`src/rtl/isdu.sv`:
```
// ============================================================================
// Module      : isdu
// Description : SLC-3.2 instruction sequencer and decode unit (Moore FSM).
// Revision    : 1.0 - initial release
// ============================================================================
`default_nettype none

module isdu #(
  parameter int MEM_WAIT = 2
) (
  input  logic       i_Clk,
  input  logic       i_Reset,
  input  logic       i_Run,
  input  logic       i_Continue,
  input  logic [3:0] i_Opcode,
  input  logic       i_IR_5,
  input  logic       i_IR_11,
  input  logic       i_BEN,
  output logic       o_LD_MAR,
  output logic       o_LD_MDR,
  output logic       o_LD_IR,
  output logic       o_LD_BEN,
  output logic       o_LD_CC,
  output logic       o_LD_REG,
  output logic       o_LD_PC,
  output logic       o_LD_LED,
  output logic       o_GatePC,
  output logic       o_GateMDR,
  output logic       o_GateALU,
  output logic       o_GateMARMUX,
  output logic [1:0] o_PCMUX,
  output logic       o_DRMUX,
  output logic       o_SR1MUX,
  output logic       o_SR2MUX,
  output logic       o_ADDR1MUX,
  output logic [1:0] o_ADDR2MUX,
  output logic [1:0] o_ALUK,
  output logic       o_Mem_OE,
  output logic       o_Mem_WE
);

  localparam logic [2:0] c_LAST = 3'(MEM_WAIT - 1);

  typedef enum logic [4:0] {
    HALTED, S18, S33, S35, S32, S01, S05, S09, S00, S22, S12,
    S04, S21, S20, S06, S25, S27, S07, S23, S16, PAUSE1, PAUSE2
  } state_t;

  state_t     r_state;
  state_t     w_next;
  logic [2:0] r_wait;
  logic       w_wait_st;
  logic       w_last;

  assign w_wait_st = (r_state == S33) || (r_state == S25) || (r_state == S16);
  assign w_last    = (r_wait == c_LAST);

  always_ff @(posedge i_Clk) begin
    if (i_Reset) begin
      r_state <= HALTED;
      r_wait  <= 3'd0;
    end else begin
      r_state <= w_next;
      // r_wait doubles as the "LED already pulsed" flag while in PAUSE1
      if (w_wait_st && (w_next == r_state))
        r_wait <= r_wait + 3'd1;
      else if ((r_state == PAUSE1) && (w_next == PAUSE1))
        r_wait <= 3'd1;
      else
        r_wait <= 3'd0;
    end
  end

  always_comb begin
    w_next = r_state;
    case (r_state)
      HALTED: if (i_Run) w_next = S18;
      S18:    w_next = S33;
      S33:    if (w_last) w_next = S35;
      S35:    w_next = S32;
      S32: begin
        case (i_Opcode)
          4'b0001: w_next = S01;
          4'b0101: w_next = S05;
          4'b1001: w_next = S09;
          4'b0000: w_next = S00;
          4'b1100: w_next = S12;
          4'b0100: w_next = S04;
          4'b0110: w_next = S06;
          4'b0111: w_next = S07;
          4'b1101: w_next = PAUSE1;
          default: w_next = S18;
        endcase
      end
      S00:    w_next = i_BEN ? S22 : S18;
      S04:    w_next = i_IR_11 ? S21 : S20;
      S06:    w_next = S25;
      S25:    if (w_last) w_next = S27;
      S07:    w_next = S23;
      S23:    w_next = S16;
      S16:    if (w_last) w_next = S18;
      PAUSE1: if (i_Continue) w_next = PAUSE2;
      PAUSE2: if (!i_Continue) w_next = S18;
      S01, S05, S09, S22, S12, S21, S20, S27: w_next = S18;
      default: w_next = HALTED;
    endcase
  end

  always_comb begin
    o_LD_MAR     = 1'b0;
    o_LD_MDR     = 1'b0;
    o_LD_IR      = 1'b0;
    o_LD_BEN     = 1'b0;
    o_LD_CC      = 1'b0;
    o_LD_REG     = 1'b0;
    o_LD_PC      = 1'b0;
    o_LD_LED     = 1'b0;
    o_GatePC     = 1'b0;
    o_GateMDR    = 1'b0;
    o_GateALU    = 1'b0;
    o_GateMARMUX = 1'b0;
    o_PCMUX      = 2'b00;
    o_DRMUX      = 1'b0;
    o_SR1MUX     = 1'b0;
    o_SR2MUX     = 1'b0;
    o_ADDR1MUX   = 1'b0;
    o_ADDR2MUX   = 2'b00;
    o_ALUK       = 2'b00;
    o_Mem_OE     = 1'b1;
    o_Mem_WE     = 1'b1;
    case (r_state)
      S18: begin
        o_GatePC = 1'b1;
        o_LD_MAR = 1'b1;
        o_LD_PC  = 1'b1;
      end
      S33, S25: begin
        o_Mem_OE = 1'b0;
        o_LD_MDR = w_last;
      end
      S35: begin
        o_GateMDR = 1'b1;
        o_LD_IR   = 1'b1;
      end
      S32: o_LD_BEN = 1'b1;
      S01, S05: begin
        o_SR1MUX  = 1'b1;
        o_SR2MUX  = i_IR_5;
        o_ALUK    = (r_state == S05) ? 2'b01 : 2'b00;
        o_GateALU = 1'b1;
        o_LD_REG  = 1'b1;
        o_LD_CC   = 1'b1;
      end
      S09: begin
        o_SR1MUX  = 1'b1;
        o_ALUK    = 2'b10;
        o_GateALU = 1'b1;
        o_LD_REG  = 1'b1;
        o_LD_CC   = 1'b1;
      end
      S22: begin
        o_ADDR2MUX = 2'b10;
        o_PCMUX    = 2'b10;
        o_LD_PC    = 1'b1;
      end
      S12, S20: begin
        o_SR1MUX  = 1'b1;
        o_ALUK    = 2'b11;
        o_GateALU = 1'b1;
        o_PCMUX   = 2'b01;
        o_LD_PC   = 1'b1;
      end
      S04: begin
        o_GatePC = 1'b1;
        o_DRMUX  = 1'b1;
        o_LD_REG = 1'b1;
      end
      S21: begin
        o_ADDR2MUX = 2'b11;
        o_PCMUX    = 2'b10;
        o_LD_PC    = 1'b1;
      end
      S06, S07: begin
        o_SR1MUX     = 1'b1;
        o_ADDR1MUX   = 1'b1;
        o_ADDR2MUX   = 2'b01;
        o_GateMARMUX = 1'b1;
        o_LD_MAR     = 1'b1;
      end
      S27: begin
        o_GateMDR = 1'b1;
        o_LD_REG  = 1'b1;
        o_LD_CC   = 1'b1;
      end
      S23: begin
        o_ALUK    = 2'b11;
        o_GateALU = 1'b1;
        o_LD_MDR  = 1'b1;
      end
      S16:    o_Mem_WE = 1'b0;
      PAUSE1: o_LD_LED = (r_wait == 3'd0);
      default: ;
    endcase
  end

endmodule

`default_nettype wire

```
`config.mk`:
```
export PLATFORM = sky130hd
export DESIGN_NAME = isdu
export DESIGN_NICKNAME = d
export VERILOG_FILES = /design/src/rtl/isdu.sv
export SDC_FILE = /design/constraint.sdc
export NUM_CORES = 1
export LEC_CHECK = 0
export CAP_MARGIN = 0
export CORE_ASPECT_RATIO = 0.5
export CORE_UTILIZATION = 25
export DETAILED_ROUTE_END_ITERATION = 12
export GPL_ROUTABILITY_DRIVEN = 0
export PLACE_DENSITY = 0.46
export SLEW_MARGIN = 0
export SYNTH_ARGS = -nofsm -noshare
export SYNTH_HDL_FRONTEND = slang
export SYNTH_SLANG_ARGS = --single-unit
```
`constraint.sdc`:
```
create_clock -name i_Clk -period 3 [get_ports i_Clk]
set_clock_uncertainty 0.15 [all_clocks]
set_input_delay 0.9 -clock i_Clk [delete_from_list [all_inputs] [get_ports i_Clk]]
set_output_delay 0.9 -clock i_Clk [all_outputs]
set_load 0.01 [all_outputs]
```
==> Yosys cells after proc, flatten, opt, wreduce, memory -nomap -nowiden <==
Memories as Yosys holds them, arrays and structs flattened.
Cells that the tools add are included.
{ "word_totals": {"in_bits": 11, "romBits": 80, "memories": 1, "ff_bits": 8, "out_inout_bits": 24} }
{ "mem_list": {"columns": ["name", "depth", "word_bits", "rd", "rd_ports_with_merged_regs", "write_ports", "line", "rtl"], "rows": [
  ["(name not given)", 16, 5, 1, 0, 0, "82", "case (i_Opcode)"]
]} }
{ "op_classes": {"muxes": 32, "n_addsub": 1, "n_eq_ne": 24, "n_reduce_logical": 21} }
{ "ops": {"columns": ["cell", "count"], "rows": [
  ["one-hot mux 5 bit (15 select lines)", 1],
  ["== test 5 x 4 -> 1 bit, second input constant", 8],
  ["== test 5 bit, second input constant", 7],
  ["2-to-1 mux 5 bit", 6],
  ["== test 5 x 3 -> 1 bit, second input constant", 4],
  ["2-to-1 mux 1 bit", 19],
  ["OR reduction 2 bit", 7],
  ["one-hot mux 2 bit (3 select lines)", 2],
  ["== test 5 x 2 -> 1 bit, second input constant", 2],
  ["OR reduction 5 bit", 2],
  ["OR reduction 8 bit", 1],
  ["OR reduction 7 bit", 1],
  ["OR reduction 3 bit", 2],
  ["OR reduction 6 bit", 1],
  ["== test 5 x 1 -> 1 bit, second input constant", 1],
  ["== test 5 bit", 1],
  ["zero test 5 bit", 1],
  ["2-to-1 mux 4 bit", 1],
  ["one-hot mux 2 bit (2 select lines)", 1],
  ["OR reduction 4 bit", 1],
  ["adder 3 x 1 -> 3 bit, second input constant", 1],
  ["== test 3 x 1 -> 1 bit, second input constant", 1],
  ["zero test 3 bit", 1],
  ["2-to-1 mux 3 bit", 1],
  ["3 further kinds", 5]
]} }

==> Logic depth before layout (Yosys ltp) <==
{ "logic_depth": {"word_depth": 7, "depth_mapped": 9, "ltp_nobuf": 8} }

==> Least setup slack after synthesis <==
Ideal clock, no wire load.
{ "synth_timing": {"path_type": "register -> output", "from": "register r_state[0]", "to": "output port o_LD_REG", "setup_slack_ns": 0.437, "arrival_time_ns": 1.513, "stages_incl_launch_ff": 6, "path_buffers": 2, "cell_sequence": "dfxtp_1 -> buf_2 -> buf_1 -> nand2_1 -> nor3_1 -> or2_2"} }
{ "synth_via": {"elab_chain_cells": 3, "word_cells_on_any_way": 7} }
{ "synth_lines": {"columns": ["item", "line", "rtl"], "rows": [
  ["from (decl)", "49", "state_t r_state;"],
  ["from (signal assigned)", "63", "r_state <= w_next;"],
  ["== test 5 x 3 -> 1 bit, or another cell as far along", "131", "case (r_state)"],
  ["OR reduction 5 bit (no source line) (*)", null, null],
  ["2-to-1 mux 1 bit (*)", "131", null],
  ["to (decl)", "24", "output logic o_LD_REG,"]
]} }
Every way passes the cells marked *; elsewhere a longest branch is shown, timed or not.

==> Final worst setup path <==
{ "layout_timing": {"from": "register r_state[3]", "to": "output port o_GateALU"} }
{ "layout_via": {"elab_chain_cells": 3, "word_cells_on_any_way": 8} }
{ "layout_lines": {"columns": ["item", "line", "rtl"], "rows": [
  ["== test 5 x 3 -> 1 bit, or another cell as far along", "131", null],
  ["OR reduction 6 bit (no source line) (*)", null, null],
  ["2-to-1 mux 1 bit (*)", "131", null],
  ["to (decl)", "29", "output logic o_GateALU,"]
]} }
Marked as above.

==> impl_metrics.csv <==
group,metric,value,unit
routing,first_iter_violations,67,
power,total_power,0.521,mW
cells_and_area,nets,257,
setup_path,worstPathArrival,1850,ps
cells_and_area,design_area,1870,sq um
synth,ys_warn_count,0,
setup_path,cp_top_family,"buffers and inverters",
power,pwr-share-comb,50.5,%
setup_path,path_cells,"buf_8 > nand2_1 > o32ai_1 > a22o_1 > clkdlybuf4s50_1",
clock_network,clk_pin_slew,40,ps
worst_hold_path,hold_path_startpoint,"r_wait[0]",
timing,layout_setup_ws,95.8,ps
routing,drt-total-wl,3850,microns
synth,netlist_instances,180,
synth,async_reset_ff_share,0,%
worst_hold_path,hold_depth,1,
timing,setup_viol,0,
placed_design,post_dp_cell_area,1740,sq um
synth,avgSynthCellArea,6.44,sq um
synth,ys_seq_area_share,13.8,%
floorplan,start_util,26.2,%
setup_path,cp_slowest_stage_delay,530,ps
clock_network,root_buffer,"clkbuf_8",
power,p_leak,0.820,nW
floorplan,core-area,4420,sq um
power,seqPwrFrac,24.9,%
routing,post-route-drc-count,0,
clock_network,cts_buffers,3,
power,p_int,0.336,mW
cells_and_area,drive_gt1_share,23.7,%
clock_network,clock-sinks,8,
setup_path,critPathKind,"reg -> out",
timing,worstMarginPinSlew,405,ps
floorplan,rows,17,
clock_network,clock_latency,220,ps
clock_network,cts_max_level,1,
floorplan,die_h,50.2,microns
routing,wl_per_cell,13.2,microns
worst_hold_path,hold_end,"r_wait[0]",
routing,via_count,1455,
placed_design,dpl_worst_slack,-99.1,ps
setup_path,start_kind,"register",
timing,slew_headroom,72.9,%
cells_and_area,instances_no_fill,293,
synth,synth_fp_nets,199,
timing,period_minus_slack,2900,ps
power,p_switching,0.185,mW
synth,synth_ff_type,"dfxtp_1",
setup_path,r2r_start,"r_state[4]",
timing,post-route-period-util,96.8,%
power,powerDensity,278,nW/um^2
setup_path,critical_path_required,1950,ps
cells_and_area,area_growth,61.5,%
power,vdd.ir_drop.worst,0.158,mV
routing,firstDrtPassIters,6,
synth,synth_cell_types,43,
job,maxCapViolCount,0,
setup_path,cp_max_fo,21,
grt,grt_max_degree,24,
synth,syn-cell-area,1160,sq um
grt,grt_usage,15.5,%
setup_path,slowest_stage,"clkdlybuf4s50_1",
power,switching_share,35.5,%
cells_and_area,final_util,42.3,%
cells_and_area,n_antenna_cell,0,
grt,grt_pass1_wl,6090,microns
grt,overflow,0,
timing,finalSetupTns,0,ps
clock_network,clk_path_buf_depth,2,
timing,hold_viol_final,0,
floorplan,pin_count,35,
placed_design,dp_hpwl,2980,microns
timing,maxSlewViolCount,0,
power,pwr-share-clk,24.6,%
placed_design,place_inst,286,
clock_network,cts_tree,"built",
floorplan,die_w,98.3,microns
setup_path,worstRegToRegCells,9,
grt,grt_pass1_vias,1280,
timing,fmax,344,MHz
synth,synth-seq-cells,8,
setup_path,path_buf_inv,2,
setup_path,r2r-end,"r_wait[0]",
setup_path,critPathCaptureType,"primary output",
floorplan,die-area,4930,sq um
timing,whs,381,ps
routing,drtAntennaViolNets,0,
routing,routed_via_density,4.97,
outcome,status,"completed",
synth,synth_edf_count,0,
grt,grt_antenna_before_repair,0,
placed_design,portBuffers,34,
worst_hold_path,hp-class,"reg -> reg",
setup_path,rrSetupSlack,670,ps
## layer usage
metal  GRT usage (%)  wire length (microns)  share of wire [%]
met4           0.746                      0                  0
met2            24.8                   1700                 44
met5               0                      0                  0
met1            22.8                   2000                 52
met3            2.65                    151                3.9
## layout make-up
cell class              instances  area [sq um]
fillers                       477          2550
multi-input cells             145           918
repair buffers                 69           627
flip-flops and latches          8           170
well taps                      57          71.3
inverters                      11          45.0
clock buffers                   3          41.3
## cells in the final DEF, fill, tap and decap left out, types with 2 or more instances in the layout
master	netlist	routed
nor2_1	19	18
nor3_2	0	2
a211oi_1	2	2
nor3b_1	3	2
ha_1	8	8
nor2b_1	7	5
a22oi_1	2	2
a21oi_2	0	2
a31oi_1	3	3
buf_4	3	32
or3_1	2	2
dfxtp_1	8	4
nand3_1	7	7
and3_1	2	2
clkdlybuf4s50_1	0	27
nor2b_2	0	2
dfxtp_2	0	2
clkbuf_8	0	3
and2_1	2	2
a21oi_1	13	11
dfxtp_4	0	2
dlymetal6s2s_1	0	4
nor3_1	9	7
dlygate4sd2_1	0	3
o22ai_1	2	2
o32ai_1	2	2
o21ai_0	16	16
nor4b_1	2	2
inv_1	10	9
nand2b_1	3	3
nand2_1	23	23
## timing repair
action                     4_1_cts  5_1_grt
setup endpoints to repair       12       13
resized for setup                8       17
pin swaps                        0        2
cloned                           0        0
hold buffers                     0        0
setup buffers                    0        4
## kinds of logic (layout without fill, tap and decap cells)
family                   count (synthesis)  count (layout)  share of synthesized area (%)
flip-flops                               8               8                           13.8
AO/OA/AOI/OAI                           47              47                           26.4
multiplexers                             2               2                           1.83
AND/OR/NAND/NOR                         85              85                           36.8
adder cells (fa/ha/maj)                  8               8                           8.63
buffers and inverters                   27              83                           10.2
XOR/XNOR                                 3               3                           2.27
## synth_stat cells (2+ instances only)
cell / count / share of area (%)
nand2_1: 23 / 7.4
nor2_1: 19 / 6.1
o21ai_0: 16 / 6.9
a21oi_1: 13 / 5.6
inv_1: 10 / 3.2
nor3_1: 9 / 3.9
dfxtp_1: 8 / 14
ha_1: 8 / 8.6
nand3_1: 7 / 3.0
nor2b_1: 7 / 3.8
buf_2: 5 / 2.2
clkbuf_1: 5 / 1.6
a31oi_1: 3 / 1.6
buf_1: 3 / 0.97
buf_4: 3 / 1.9
nand2b_1: 3 / 1.6
nor3b_1: 3 / 1.9
a211oi_1: 2 / 1.3
a22oi_1: 2 / 1.3
and2_1: 2 / 1.1
and3_1: 2 / 1.1
nor4b_1: 2 / 1.5
o22ai_1: 2 / 1.1
o32ai_1: 2 / 1.5
or3_1: 2 / 1.1
xnor2_1: 2 / 1.5
## registers in the layout, summed over array words and instances, names as in the netlist
register / count
r_wait: 3
r_state: 5
## how the worst max path moves through the flow
stage	slack, ps	endpoint	from	cells past startpoint
2_1_floorplan	440	o_LD_REG	r_state[0]	5
3_3_place_gp	-110	r_wait[0]	i_Opcode[0]	9
3_5_place_dp	-100	o_SR2MUX	i_IR_5	3
4_1_cts	2	o_ALUK[0]	r_state[1]	6
5_1_grt	-3	o_LD_MDR	r_wait[0]	5
6_report	100	o_GateALU	r_state[3]	5
## power groups by stage
stage                     Combinational, mW  Sequential, mW  Clock, mW
after floorplan                       0.145           0.118          0
final                                 0.263           0.130      0.128
after CTS                             0.253           0.129      0.134
after global placement                0.252           0.130          0
after detailed placement              0.251           0.129          0
after global routing                  0.289           0.132      0.139
(Power assumes the default switching activity.)
